### config.mk
export PLATFORM = sky130hd
export DESIGN_NAME = mesh_traffic_seq_flat
export DESIGN_NICKNAME = d
export VERILOG_FILES = /design/src/rtl/mesh_traffic_seq_if.sv /design/src/rtl/mesh_traffic_seq.sv /design/src/flat_wrapper.sv
export SDC_FILE = /design/constraint.sdc
export NUM_CORES = 1
export LEC_CHECK = 0
export BUFFER_PORTS_ARGS = -buffer_cell sky130_fd_sc_hd__buf_2
export CAP_MARGIN = 20
export CORE_AREA = 4 4 147 149
export DETAILED_ROUTE_END_ITERATION = 10
export DIE_AREA = 0 0 151 153
export PLACE_DENSITY_LB_ADDON = 0.15
export SETUP_SLACK_MARGIN = 0.1
export SYNTH_ARGS = -nofsm -noshare
export SYNTH_HDL_FRONTEND = slang
export SYNTH_SLANG_ARGS = --single-unit
### constraint.sdc
create_clock -name clk -period 3.8 [get_ports clk]
set_clock_uncertainty 0.15 [all_clocks]
set_input_delay 0.19 -clock clk [delete_from_list [all_inputs] [get_ports clk]]
set_output_delay 0.19 -clock clk [all_outputs]
set_load 0.02 [all_outputs]
### src/rtl/mesh_traffic_seq_if.sv
// Bus between the traffic sequencer, its controller and the mesh.
// Carries the sweep control, the PE configuration/finish-flag signals
// and the per-pattern result report.
interface mesh_traffic_seq_if #(
    parameter int CNT_W = 16
);
    // Sweep control
    logic               start;
    logic               abort;
    logic [7:0]         pattern_mask;

    // Finish flags coming back from the mesh
    logic [7:0]         pe_task_send_finish_flag;
    logic [7:0]         pe_task_receive_finish_flag;

    // PE configuration driven into the mesh
    logic [7:0]         pe_enable;
    logic [7:0]         pe_dbg_mode_wire;
    logic [7:0]         pe_flush_wire;
    logic [23:0]        pe_send_num_wire;
    logic [23:0]        pe_receive_num_wire;
    logic [31:0]        pe_rate_wire;
    logic [31:0]        pe_mode_wire;
    logic [191:0]       pe_dst_seq_wire;

    // Status and per-pattern results
    logic               busy;
    logic               done;
    logic               result_valid;
    logic [2:0]         result_pattern;
    logic [CNT_W-1:0]   result_cycles;
    logic               result_timeout;

    // Sequencer side
    modport master (
        input  start, abort, pattern_mask,
        input  pe_task_send_finish_flag, pe_task_receive_finish_flag,
        output pe_enable, pe_dbg_mode_wire, pe_flush_wire,
        output pe_send_num_wire, pe_receive_num_wire,
        output pe_rate_wire, pe_mode_wire, pe_dst_seq_wire,
        output busy, done, result_valid, result_pattern,
        output result_cycles, result_timeout
    );

    // Controller / mesh side
    modport slave (
        output start, abort, pattern_mask,
        output pe_task_send_finish_flag, pe_task_receive_finish_flag,
        input  pe_enable, pe_dbg_mode_wire, pe_flush_wire,
        input  pe_send_num_wire, pe_receive_num_wire,
        input  pe_rate_wire, pe_mode_wire, pe_dst_seq_wire,
        input  busy, done, result_valid, result_pattern,
        input  result_cycles, result_timeout
    );
endinterface

### src/rtl/mesh_traffic_seq.sv
// Synthetic traffic-pattern sequencer for the 8-PE mesh.
// On start it walks the selected patterns in ascending order; each one is
// loaded from a small ROM, flushed, run until every PE reports finished or
// the run counter hits TIMEOUT, and its latency is reported.
module mesh_traffic_seq #(
    parameter int FLUSH_CYC = 4,
    parameter int CNT_W     = 16,
    parameter int TIMEOUT   = 5000
) (
    input  logic                  clk,
    input  logic                  rst_n,
    mesh_traffic_seq_if.master    bus
);

    typedef enum logic [2:0] {
        S_IDLE,
        S_SCAN,
        S_LOAD,
        S_FLUSH,
        S_RUN,
        S_REPORT,
        S_FIN
    } state_t;

    typedef struct packed {
        logic [7:0]   dbg;
        logic [23:0]  send;
        logic [23:0]  recv;
        logic [31:0]  rate;
        logic [31:0]  mode;
        logic [191:0] dst;
    } cfg_t;

    localparam int               FL_W    = (FLUSH_CYC < 2) ? 1 : $clog2(FLUSH_CYC);
    localparam logic [FL_W-1:0]  FL_LAST = FL_W'(FLUSH_CYC - 1);
    localparam logic [CNT_W-1:0] CNT_MAX = '1;

    // Widen a list of eight 3-bit destinations (PE7 in the top digit) into
    // the mesh's 24-bit-per-PE destination bus.
    function automatic logic [191:0] expand_dst(input logic [23:0] d);
        logic [191:0] r;
        r = '0;
        for (int i = 0; i < 8; i++) begin
            r[24*i +: 24] = {21'd0, d[3*i +: 3]};
        end
        return r;
    endfunction

    // Pattern ROM. Destination lists are written as octal digits PE7..PE0.
    function automatic cfg_t rom(input logic [2:0] p);
        cfg_t c;
        // NOTE: every field gets its default before the case, so no path
        // through the decode leaves a field unassigned (no latch inferred).
        c.dbg  = 8'hFF;
        c.send = 24'h249249;
        c.recv = 24'h249249;
        c.rate = 32'h0;
        c.mode = 32'h1111_1111;
        c.dst  = '0;
        case (p)
            3'd0: c.dst = expand_dst(24'o01234567);   // complement
            3'd1: c.dst = expand_dst(24'o73516240);   // reverse
            3'd2: c.dst = expand_dst(24'o73625140);   // rotation
            3'd3: c.dst = expand_dst(24'o75316420);   // shuffle
            3'd4: c.dst = expand_dst(24'o21076543);   // tornado
            3'd5: c.dst = expand_dst(24'o07654321);   // neighbor
            3'd6: begin                               // hotspot into PE0
                c.send = 24'h249248;
                c.recv = 24'h000007;
            end
            3'd7: begin                               // turn
                c.send = 24'hFFFFFF;
                c.recv = 24'hFFFFFF;
                c.mode = 32'h0;
            end
            default: ;
        endcase
        return c;
    endfunction

    state_t           state;
    logic [3:0]       idx;          // bit 3 set means the scan ran past pattern 7
    logic [7:0]       mask_q;
    logic [FL_W-1:0]  flush_cnt;
    logic [CNT_W-1:0] run_cnt;
    cfg_t             cfg_next;

    logic flags_clear;
    logic flags_full;
    logic run_at_limit;

    assign flags_clear  = (bus.pe_task_send_finish_flag == 8'h00) &&
                          (bus.pe_task_receive_finish_flag == 8'h00);
    assign flags_full   = (bus.pe_task_send_finish_flag == 8'hFF) &&
                          (bus.pe_task_receive_finish_flag == 8'hFF);
    assign run_at_limit = (32'(run_cnt) >= 32'(TIMEOUT));
    assign cfg_next     = rom(idx[2:0]);

    // Sweep FSM with every output registered alongside the state.
    // NOTE: all sequential state uses non-blocking assignments so every
    // register samples pre-edge values, independent of statement order.
    always_ff @(posedge clk or negedge rst_n) begin
        if (!rst_n) begin
            state                   <= S_IDLE;
            idx                     <= '0;
            mask_q                  <= '0;
            flush_cnt               <= '0;
            run_cnt                 <= '0;
            bus.pe_enable           <= '0;
            bus.pe_dbg_mode_wire    <= '0;
            bus.pe_flush_wire       <= '0;
            bus.pe_send_num_wire    <= '0;
            bus.pe_receive_num_wire <= '0;
            bus.pe_rate_wire        <= '0;
            bus.pe_mode_wire        <= '0;
            bus.pe_dst_seq_wire     <= '0;
            bus.busy                <= 1'b0;
            bus.done                <= 1'b0;
            bus.result_valid        <= 1'b0;
            bus.result_pattern      <= '0;
            bus.result_cycles       <= '0;
            bus.result_timeout      <= 1'b0;
        end else if (bus.abort) begin
            // Abandon the sweep silently; configuration buses keep their value.
            state             <= S_IDLE;
            bus.pe_enable     <= '0;
            bus.pe_flush_wire <= '0;
            bus.busy          <= 1'b0;
            bus.done          <= 1'b0;
            bus.result_valid  <= 1'b0;
        end else begin
            bus.done         <= 1'b0;
            bus.result_valid <= 1'b0;
            case (state)
                S_IDLE: begin
                    if (bus.start) begin
                        mask_q   <= bus.pattern_mask;
                        idx      <= '0;
                        bus.busy <= 1'b1;
                        state    <= S_SCAN;
                    end
                end
                S_SCAN: begin
                    if (idx[3]) begin
                        bus.done <= 1'b1;
                        state    <= S_FIN;
                    end else if (mask_q[idx[2:0]]) begin
                        bus.pe_enable           <= '0;
                        bus.pe_dbg_mode_wire    <= cfg_next.dbg;
                        bus.pe_send_num_wire    <= cfg_next.send;
                        bus.pe_receive_num_wire <= cfg_next.recv;
                        bus.pe_rate_wire        <= cfg_next.rate;
                        bus.pe_mode_wire        <= cfg_next.mode;
                        bus.pe_dst_seq_wire     <= cfg_next.dst;
                        state                   <= S_LOAD;
                    end else begin
                        idx <= idx + 4'd1;
                    end
                end
                S_LOAD: begin
                    bus.pe_flush_wire <= 8'hFF;
                    flush_cnt         <= '0;
                    state             <= S_FLUSH;
                end
                S_FLUSH: begin
                    // Leave only once the minimum hold is met and the mesh is quiet.
                    if (flush_cnt == FL_LAST && flags_clear) begin
                        bus.pe_flush_wire <= '0;
                        bus.pe_enable     <= 8'hFF;
                        run_cnt           <= CNT_W'(1);
                        state             <= S_RUN;
                    end else if (flush_cnt != FL_LAST) begin
                        flush_cnt <= flush_cnt + 1'b1;
                    end
                end
                S_RUN: begin
                    // Completion is tested first so it wins a tie with timeout.
                    if (flags_full || run_at_limit) begin
                        bus.pe_enable      <= '0;
                        bus.result_valid   <= 1'b1;
                        bus.result_pattern <= idx[2:0];
                        bus.result_cycles  <= run_cnt;
                        bus.result_timeout <= ~flags_full;
                        state              <= S_REPORT;
                    end else if (run_cnt != CNT_MAX) begin
                        run_cnt <= run_cnt + 1'b1;
                    end
                end
                S_REPORT: begin
                    idx   <= idx + 4'd1;
                    state <= S_SCAN;
                end
                S_FIN: begin
                    bus.busy <= 1'b0;
                    state    <= S_IDLE;
                end
                default: state <= S_IDLE;
            endcase
        end
    end

endmodule
### src/flat_wrapper.sv
// flat-port wrapper written by rule: the top's interface ports become plain ports
module mesh_traffic_seq_flat 
#(
    parameter int FLUSH_CYC = 4,
    parameter int CNT_W     = 16,
    parameter int TIMEOUT   = 5000
)
  (clk, rst_n, bus_start, bus_abort, bus_pattern_mask, bus_pe_task_send_finish_flag, bus_pe_task_receive_finish_flag, bus_pe_enable, bus_pe_dbg_mode_wire, bus_pe_flush_wire, bus_pe_send_num_wire, bus_pe_receive_num_wire, bus_pe_rate_wire, bus_pe_mode_wire, bus_pe_dst_seq_wire, bus_busy, bus_done, bus_result_valid, bus_result_pattern, bus_result_cycles, bus_result_timeout);
  mesh_traffic_seq_if #(.CNT_W(CNT_W)) bus_i ();
  input  logic clk;
  input  logic rst_n;
  input wire logic [$bits(bus_i.start)-1:0] bus_start;
  input wire logic [$bits(bus_i.abort)-1:0] bus_abort;
  input wire logic [$bits(bus_i.pattern_mask)-1:0] bus_pattern_mask;
  input wire logic [$bits(bus_i.pe_task_send_finish_flag)-1:0] bus_pe_task_send_finish_flag;
  input wire logic [$bits(bus_i.pe_task_receive_finish_flag)-1:0] bus_pe_task_receive_finish_flag;
  output wire logic [$bits(bus_i.pe_enable)-1:0] bus_pe_enable;
  output wire logic [$bits(bus_i.pe_dbg_mode_wire)-1:0] bus_pe_dbg_mode_wire;
  output wire logic [$bits(bus_i.pe_flush_wire)-1:0] bus_pe_flush_wire;
  output wire logic [$bits(bus_i.pe_send_num_wire)-1:0] bus_pe_send_num_wire;
  output wire logic [$bits(bus_i.pe_receive_num_wire)-1:0] bus_pe_receive_num_wire;
  output wire logic [$bits(bus_i.pe_rate_wire)-1:0] bus_pe_rate_wire;
  output wire logic [$bits(bus_i.pe_mode_wire)-1:0] bus_pe_mode_wire;
  output wire logic [$bits(bus_i.pe_dst_seq_wire)-1:0] bus_pe_dst_seq_wire;
  output wire logic [$bits(bus_i.busy)-1:0] bus_busy;
  output wire logic [$bits(bus_i.done)-1:0] bus_done;
  output wire logic [$bits(bus_i.result_valid)-1:0] bus_result_valid;
  output wire logic [$bits(bus_i.result_pattern)-1:0] bus_result_pattern;
  output wire logic [$bits(bus_i.result_cycles)-1:0] bus_result_cycles;
  output wire logic [$bits(bus_i.result_timeout)-1:0] bus_result_timeout;
  assign bus_i.start = bus_start;
  assign bus_i.abort = bus_abort;
  assign bus_i.pattern_mask = bus_pattern_mask;
  assign bus_i.pe_task_send_finish_flag = bus_pe_task_send_finish_flag;
  assign bus_i.pe_task_receive_finish_flag = bus_pe_task_receive_finish_flag;
  assign bus_pe_enable = bus_i.pe_enable;
  assign bus_pe_dbg_mode_wire = bus_i.pe_dbg_mode_wire;
  assign bus_pe_flush_wire = bus_i.pe_flush_wire;
  assign bus_pe_send_num_wire = bus_i.pe_send_num_wire;
  assign bus_pe_receive_num_wire = bus_i.pe_receive_num_wire;
  assign bus_pe_rate_wire = bus_i.pe_rate_wire;
  assign bus_pe_mode_wire = bus_i.pe_mode_wire;
  assign bus_pe_dst_seq_wire = bus_i.pe_dst_seq_wire;
  assign bus_busy = bus_i.busy;
  assign bus_done = bus_i.done;
  assign bus_result_valid = bus_i.result_valid;
  assign bus_result_pattern = bus_i.result_pattern;
  assign bus_result_cycles = bus_i.result_cycles;
  assign bus_result_timeout = bus_i.result_timeout;
  mesh_traffic_seq #(.FLUSH_CYC(FLUSH_CYC), .CNT_W(CNT_W), .TIMEOUT(TIMEOUT)) u_core (.clk(clk), .rst_n(rst_n), .bus(bus_i));
endmodule
# Word-level counts from Yosys, hierarchy flattened
# Index checks and enable logic that the tools add are counted.
[totals]
regBits = 345
in_bits = 28
wordCells = 125
[classes]
add_sub_neg = 3
magnitude_cmp = 2
n_eq_ne = 32
mux = 41
bitwise = 3
reduce_logical = 25
[ops]
columns = ["cell", "n"]
rows = [
  ["one-hot mux 171 bit (6 select lines)", 1],
  ["one-hot mux 48 bit (2 select lines)", 1],
  ["2-to-1 mux 8 bit", 7],
  ["2-to-1 mux 16 bit", 3],
  ["one-hot mux 16 bit (2 select lines)", 1],
  ["2-to-1 mux 29 bit", 1],
  ["one-hot mux 8 bit (3 select lines)", 1],
  ["== test 3 bit, second input constant", 7],
  ["2-to-1 mux 3 bit", 6],
  ["one-hot mux 3 bit (6 select lines)", 1],
  ["adder 16 x 1 -> 16 bit, second input constant", 1],
  ["== test 8 bit, second input constant", 2],
  [">= comparator 16 x 13 -> 1 bit, second input constant", 1],
  ["zero test 8 bit", 2],
  ["!= test 16 bit, second input constant", 1],
  ["one-hot mux 8 bit (2 select lines)", 1],
  ["AND reduction 5 bit", 3],
  ["== test 3 x 2 -> 1 bit, second input constant", 4],
  ["2-to-1 mux 4 bit", 3],
  ["!= test 2 bit, second input constant", 6],
  ["one-hot mux 4 bit (3 select lines)", 1],
  ["AND reduction 4 bit", 3],
  ["2-to-1 mux 1 bit", 9],
  ["!= test 3 x 2 -> 1 bit, second input constant", 3],
  ["21 further kinds", 37],
]

# Logic depth before layout (Yosys ltp)
# Gate-level depths: netlist of the first run.
[logic_depth]
depth_word = 6
ltp_mapped = 9
mapped_depth_nobuf = 7

# Worst setup path before layout of the first run
# OpenSTA, ideal clock, no wires.
[synth_timing]
path_type = "register -> register"
from = "register u_core.idx[0]"
to = "register u_core.bus.pe_dst_seq_wire[49]"
setup_time_ps = 125
arrival_time_ps = 1793
t_required_ps = 3525
slack_ps = 1732
stages_incl_launch_ff = 9
synth_period_minus_slack_ps = 2068
path_cell_list = "dfrtp_1 buf_4 mux2i_1 o22ai_2 nor3_1 or3_1 buf_2 buf_6 mux2_4"
[synth_between]
elab_chain_cells = 3
[synth_rtl]
columns = ["item", "line_no", "text"]
rows = [
  ["start, declared", "mesh_traffic_seq.sv:82", "logic [3:0] idx;"],
  ["start signal, assigned", "mesh_traffic_seq.sv:157", "idx <= idx + 4'd1;"],
  ["start signal, assigned", "mesh_traffic_seq.sv:190", "idx <= idx + 4'd1;"],
  ["binary-select mux 1 bit (select 3 bit)", "mesh_traffic_seq.sv:147", "end else if (mask_q[idx[2:0]]) begin"],
  ["2-to-1 mux 1 bit (implied by the code)", "mesh_traffic_seq.sv:147", ""],
  ["AND reduction 4 bit (no line)", "--", ""],
  ["end signal, assigned", "mesh_traffic_seq.sv:154", "bus.pe_dst_seq_wire <= cfg_next.dst;"],
  ["end, declared", "mesh_traffic_seq_if.sv:40", "output pe_rate_wire, pe_mode_wire, pe_dst_seq_wire,"],
]
# Several ways; a longest one is shown, not always the timed one. The select of a mux whose other input is x is not followed.
# A chain may end at the register's enable or synchronous reset.

# Worst setup path after layout of the first run
[layout_timing]
from = "register u_core.idx[0]"
to = "register u_core.bus.pe_dst_seq_wire[0]"
# Same word-level chain as after synthesis.

==> results of run 1 <==
[power by group through the flow]
stage | registers (mW) | logic [mW] | clock network [mW]
after CTS | 1.25 | 1.46 | 0.926
final | 1.24 | 1.44 | 0.898
after detailed placement | 1.26 | 1.45 | 0
after global routing | 1.27 | 1.59 | 0.964
after global placement | 1.26 | 1.45 | 0
after floorplan | 1.32 | 1.34 | 0
[sequential cells by signal (all words and copies together), names as in the netlist, 2 cells and up]
register,count
u_core.bus.pe_dst_seq_wire,20
u_core.bus.result_cycles,16
u_core.run_cnt,16
u_core.mask_q,8
u_core.bus.pe_receive_num_wire,4
u_core.idx,4
u_core.bus.result_pattern,3
u_core.state,3
u_core.flush_cnt,2
[layout make-up]
cell class	count	share of cell area, %
Tap cell	270	5.35
Timing Repair Buffer	167	14.2
Clock buffer	9	3.57
Inverter	11	0.654
Sequential cell	83	32.9
Clock inverter	7	1.19
Multi-Input combinational cell	504	42.1
[cell usage after synthesis, types with 2 or more instances]
cell	number	area [um2]
a21o_1	2	15.0
a21oi_1	10	50.1
a22o_1	3	26.3
a22oi_1	3	22.5
a31oi_1	5	31.3
and2_1	5	31.3
and3_1	6	37.5
buf_2	5	25.0
buf_4	302	2270
buf_6	5	56.3
clkbuf_1	6	22.5
dfrtp_1	83	2080
ha_1	11	138
inv_1	9	33.8
mux2_2	6	67.6
mux2_4	19	285
mux2i_1	5	50.1
nand2_1	67	251
nand2b_1	4	25.0
nand3_1	8	40.0
nand4_1	4	25.0
nor2_1	29	109
nor3_1	9	45.0
nor3_2	2	20.0
nor4_1	5	31.3
nor4_2	2	25.0
o21a_1	2	15.0
o21ai_0	29	145
o21ai_1	12	60.1
o22ai_2	2	25.0
o31ai_1	4	30.0
o41ai_1	2	17.5
or3_1	6	37.5
[final timing paths]
| check | startpoint | endpoint | slack, ps | cells past startpoint |
|---|---|---|---|---|
| max | u_core.idx[0] | u_core.bus.pe_dst_seq_wire[0] | 1080 | 6 |
| min | bus_abort | u_core.bus.pe_flush_wire[6] | 70 | 2 |
| max reg2reg | u_core.idx[0] | u_core.bus.pe_dst_seq_wire[0] | 1080 | 6 |
| min in group asynchronous | rst_n | u_core.bus.result_cycles[10] | 350 | 2 |
| max in group asynchronous | rst_n | u_core.mask_q[6] | 2340 | 3 |
| min reg2reg | u_core.mask_q[6] | u_core.mask_q[6] | 320 | 2 |
[repair_timing]
item | 4_1_cts | 5_1_grt
hold endpoints to repair | 78 | 0
setup buffers | 0 | 0
hold buffers | 9 | 0
[critical path, delay by kind of cell, from the launching register on]
kind	cells	cell delay, ps
DFF	1	590
AOI/OAI and AO/OA	2	210
and+or+nand+nor	2	1030
muxes	1	280
buffers and inverters	1	340
[routing by layer]
metal | up-vias | part of all wire [%] | GRT usage [%]
met1 | 1824 | 41 | 13.8
met3 | 16 | 9.5 | 2.40
met5 | - | 0 | 0
met2 | 231 | 48 | 17.9
li1 | 1927 | - | -
met4 | 0 | 1.6 | 4.06
[stage by stage]
stage / setup slack [ps] / utilization (%)
after floorplan: 1730 / -
after global placement: 1110 / 29.3
after detailed placement: 1050 / 29.3
after CTS: 1040 / 31.3
after global routing: 725 / 31.3
final: 1080 / 31.3
[cell families after synthesis]
kind of cell / synth area share [%]
other cells: 0.0594
compound gates: 8.44
flops: 32.9
simple gates: 11.7
mux: 6.38
fa+ha+maj: 2.18
buf+inv: 38.3
==> flow_summary.ini, run 1 <==
[worst_setup_path]
setup.worst_path.start_class = flip-flop
cp_slowest_cell = or3_1
cp.arrival_ps = 2800
path_max_fanout = 22
worstPathCellList = mux2i_1 -> o22ai_2 -> nor3_1 -> or3_1 -> buf_4 -> o21ai_0
cp-end-kind = flip-flop
crit_path_max_incr_delay_ps = 700
worst-setup-path-type = flip-flop to flip-flop
cp.required_ps = 3880

[drt]
wl_mm = 13.2
num_vias = 3998
wire_per_inst_um = 12.5
antenna_left = 0
drtPass1Iterations = 4
drtIter0Drc = 207
post_drt_via_cell_ratio = 3.80
drc = 0

[place]
port_buffers = 153
gp_congestion = 0.730
dpl-instance-area_um2 = 5920
dp_cells = 1026
dp_hpwl_mm = 10.2

[power_and_ir_drop]
irDropWorstVdd_uv = 186
intPower_mw = 2.00
pwr-share-seq_pct = 34.6
power.share.clock_pct = 25.1
p_leak_nw = 3.48
p_sw_share_pct = 44.1
finalPower_mw = 3.57
p_per_area_nw_per_um2 = 566
power_frac_comb_pct = 40.2
switchingPower_mw = 1.57

[grt]
grtUsageTotal_pct = 10.9
antenna_found_initial = 0
grt-ovfl-total = 0
grt_pass1_wl_mm = 20.1
first_global_vias = 3652
grt_max_degree = 72

[sta]
hold_viol = 0
slew_viol_final = 0
rsz0062_at_grt = false
period_needed_ps = 2720
setup_viol_count_final = 0
whs_ps = 65.6
worstMarginPinSlew_ps = 952
min_period_over_period_pct = 71.6
slew_headroom_pct = 36.6
max_freq_mhz = 367
tns_ps = 0

[synthesis]
async_reset_ff_share_pct = 100
yosysSeqAreaShare_pct = 32.9
yosysWarnings = 0
avgSynthCellArea_um2 = 9.10
synth_cell_types = 55
synth_seq_cells = 83
syn_area_um2 = 6310
postSynthCellCount = 694
synth_top_flop_cell = dfrtp_1
synth_edf_count = 0

[outcome]
status = complete, no violations

[cells_and_area]
layout_common_cells = conb_1, buf_2, dfrtp_1
diodes = 0
layout_commonest_cell = conb_1
final.fill_count = 2161
drive_gt1_share_pct = 27.0
layout.cells.non_filler = 1051
multiInputGateArea_um2 = 2660
syn2layout_area_growth_pct = -0.0793
seq_area_um2 = 2080
fin_nets = 815
design_area_um2 = 6310

[die]
start_util_pct = 31.3
chipHeight_um = 153
die-area_um2 = 23100
die_width_um = 151
placementRows = 52
pin_count = 379
core_um2 = 20200

[clock_tree]
post_cts_resized = 0
cts_tree = yes
cts_root_buf = clkbuf_16
cts_sinks = 83
clkSlewWorstSetupHoldPaths_ps = 60
clockBufferDepth = 2
clk_latency_ps = 350
cts_buffers = 9
cts_max_level = 3

[worst_hold_path]
hold_class = input pin to flip-flop

[flow_run]
cap_violations = 0
Power figures use the tool's default switching activity.
==> run 2, diff against run 1 <==
- clock period: 3.8 -> 2.7 ns (I/O delays scaled with it)
==> run 2 against run 1 <==
Register-to-register slack worse by 760 ps. Sequential power is 38% higher. Final area is 2.5% higher. Critical path depth is 1 higher. Clock power is 39% higher. Worst setup slack worse by 760 ps. Critical endpoint is now u_core.bus.pe_dst_seq_wire[25]. Largest power group unchanged.
==> flow_summary.ini, run 2 (same netlist as run 1, synthesis figures left out) <==
[outcome]
status = complete, no violations

[power_and_ir_drop]
pwr-share-seq_pct = 33.7
switchingPower_mw = 2.19
irDropWorstVdd_uv = 286
intPower_mw = 2.88
p_per_area_nw_per_um2 = 785
power_frac_comb_pct = 41.6
p_leak_nw = 3.58
power.share.clock_pct = 24.7
p_sw_share_pct = 43.2

[drt]
wire_per_inst_um = 12.5
routed-wl-met3_mm = 1.25
post_drt_via_cell_ratio = 3.78
antenna_left = 0
drtPass1Iterations = 4
num_vias = 4031
wl_met1_mm = 5.31
wl_mm = 13.3
dr_wl_met2_mm = 6.61
top_layer_used = met4
drc = 0
drtIter0Drc = 135

[grt]
grt-ovfl-total = 0
antenna_found_initial = 0
grt_pass1_wl_mm = 20.5
grtUsageTotal_pct = 11.0
first_global_vias = 3800
grt_max_degree = 44

[die]
core_um2 = 20200
chipHeight_um = 153
die_width_um = 151
pin_count = 379
die-area_um2 = 23100
start_util_pct = 31.3
placementRows = 52

[place]
dp_cells = 1042
port_buffers = 153
gp_congestion = 0.728
dp_hpwl_mm = 10.4

[worst_setup_path]
cp-end-kind = flip-flop
worst-setup-path-type = flip-flop to flip-flop
cp.required_ps = 2830
path_max_fanout = 43
cp.arrival_ps = 2520
setup.worst_path.start_class = flip-flop

[cells_and_area]
layout_common_cells = conb_1, buf_2, dfrtp_1
fin_nets = 832
drive_gt1_share_pct = 28.4
syn2layout_area_growth_pct = 2.40
layout_commonest_cell = conb_1
regMostFlops = u_core.bus.pe_dst_seq_wire
diodes = 0
largest_reg_flops = 20
largestRegisters = u_core.bus.pe_dst_seq_wire: 20 flops, u_core.bus.result_cycles: 16 flops, u_core.run_cnt: 16 flops
layout.cells.non_filler = 1067

[clock_tree]
cts_max_level = 3
post_cts_resized = 0
clkSlewWorstSetupHoldPaths_ps = 70
cts_buffers = 9
clockBufferDepth = 2
post_cts_buffers = 0
cts_tree = yes
cts_sinks = 83
cts_root_buf = clkbuf_16
clk_latency_ps = 340

[sta]
worstMarginPinSlew_ps = 717
rsz0062_at_grt = false
slew_headroom_pct = 52.0
hold_viol = 0
setup_viol_count_final = 0
min_period_over_period_pct = 88.4
max_freq_mhz = 419
tns_ps = 0
slew_viol_final = 0
period_needed_ps = 2390

[worst_hold_path]
hold_class = input pin to asynchronous set/reset pin

[flow_run]
cap_violations = 0
-- run 2: changes by cell type in the layout (fill, tap and decap cells not counted) --
cell,before,now
buf_4,6,20
buf_12,0,2
clkbuf_8,0,1
clkinv_2,1,0
clkinv_4,0,1
clkinvlp_4,3,2
dlygate4sd3_1,9,10
inv_6,2,1
-- run 2: what timing repair did --
| action | in CTS | in global routing |
|---|---|---|
| hold buffers | 10 | 0 |
| endpoints found under the setup margin | 0 | 0 |
| endpoints found under the hold margin | 76 | 0 |
-- run 2: per-layer routing --
| metal | GRT usage, % | vias up |
|---|---|---|
| met5 | 0 | - |
| met4 | 3.63 | 0 |
| met3 | 2.43 | 7 |
| met2 | 19.2 | 225 |
| met1 | 13.4 | 1849 |
| li1 | - | 1950 |
-- run 2: power by group through the flow --
| stage | clock network, mW | logic, mW | registers (mW) |
|---|---|---|---|
| finish | 1.25 | 2.11 | 1.71 |
| global route | 1.36 | 2.34 | 1.76 |
| CTS | 1.31 | 2.14 | 1.72 |
| detailed placement | 0 | 2.12 | 1.74 |
| global placement | 0 | 2.12 | 1.74 |
| floorplan | 0 | 1.88 | 1.86 |
-- run 2: final timing paths --
path / start / endpoint / slack [ps] / cells after the start
max: u_core.idx[0] / u_core.bus.pe_dst_seq_wire[25] / 310 / 7
min: rst_n / u_core.bus.result_valid / 110 / 2
max reg2reg: u_core.idx[0] / u_core.bus.pe_dst_seq_wire[25] / 310 / 7
min reg2reg: u_core.mask_q[6] / u_core.mask_q[6] / 330 / 2
max in group asynchronous: rst_n / u_core.bus.done / 1700 / 3
min in group clk: bus_pe_task_receive_finish_flag[3] / u_core.bus.pe_enable[6] / 120 / 5
-- run 2: final cells by class --
| class | instances | area, um2 |
|---|---|---|
| Inverter | 11 | 41.3 |
| Clock buffer | 10 | 239 |
| Tap cell | 270 | 338 |
| Clock inverter | 5 | 62.6 |
| Fill cell | 2168 | 13700 |
| Sequential cell | 83 | 2080 |
| Timing Repair Buffer | 184 | 1050 |
| Multi-Input combinational cell | 504 | 2660 |
-- run 2: metrics by stage --
stage / power (mW) / utilization, % / worst slack, ps / instance area (um2) / hold WS [ps]
6_report: 5.07 / 32.1 / 314 / 6470 / 112
5_1_grt: 5.46 / 32.1 / 114 / 6470 / 147
4_1_cts: 5.17 / 32.1 / 306 / 6470 / 111
3_5_place_dp: 3.86 / 30.1 / 320 / 6060 / -47.8
3_3_place_gp: 3.86 / 30.1 / 314 / 6060 / -47.5
2_1_floorplan: 3.74 / - / 632 / 7160 / -311
-- run 2: worst max-delay path, stage by stage, from the launching register on --
cell and delay, ps:
dfrtp_1 600, inv_1 230, nor3_2 250, nor3_1 90, or3_1 310, buf_4 260, a21oi_2 240, a32o_1 180
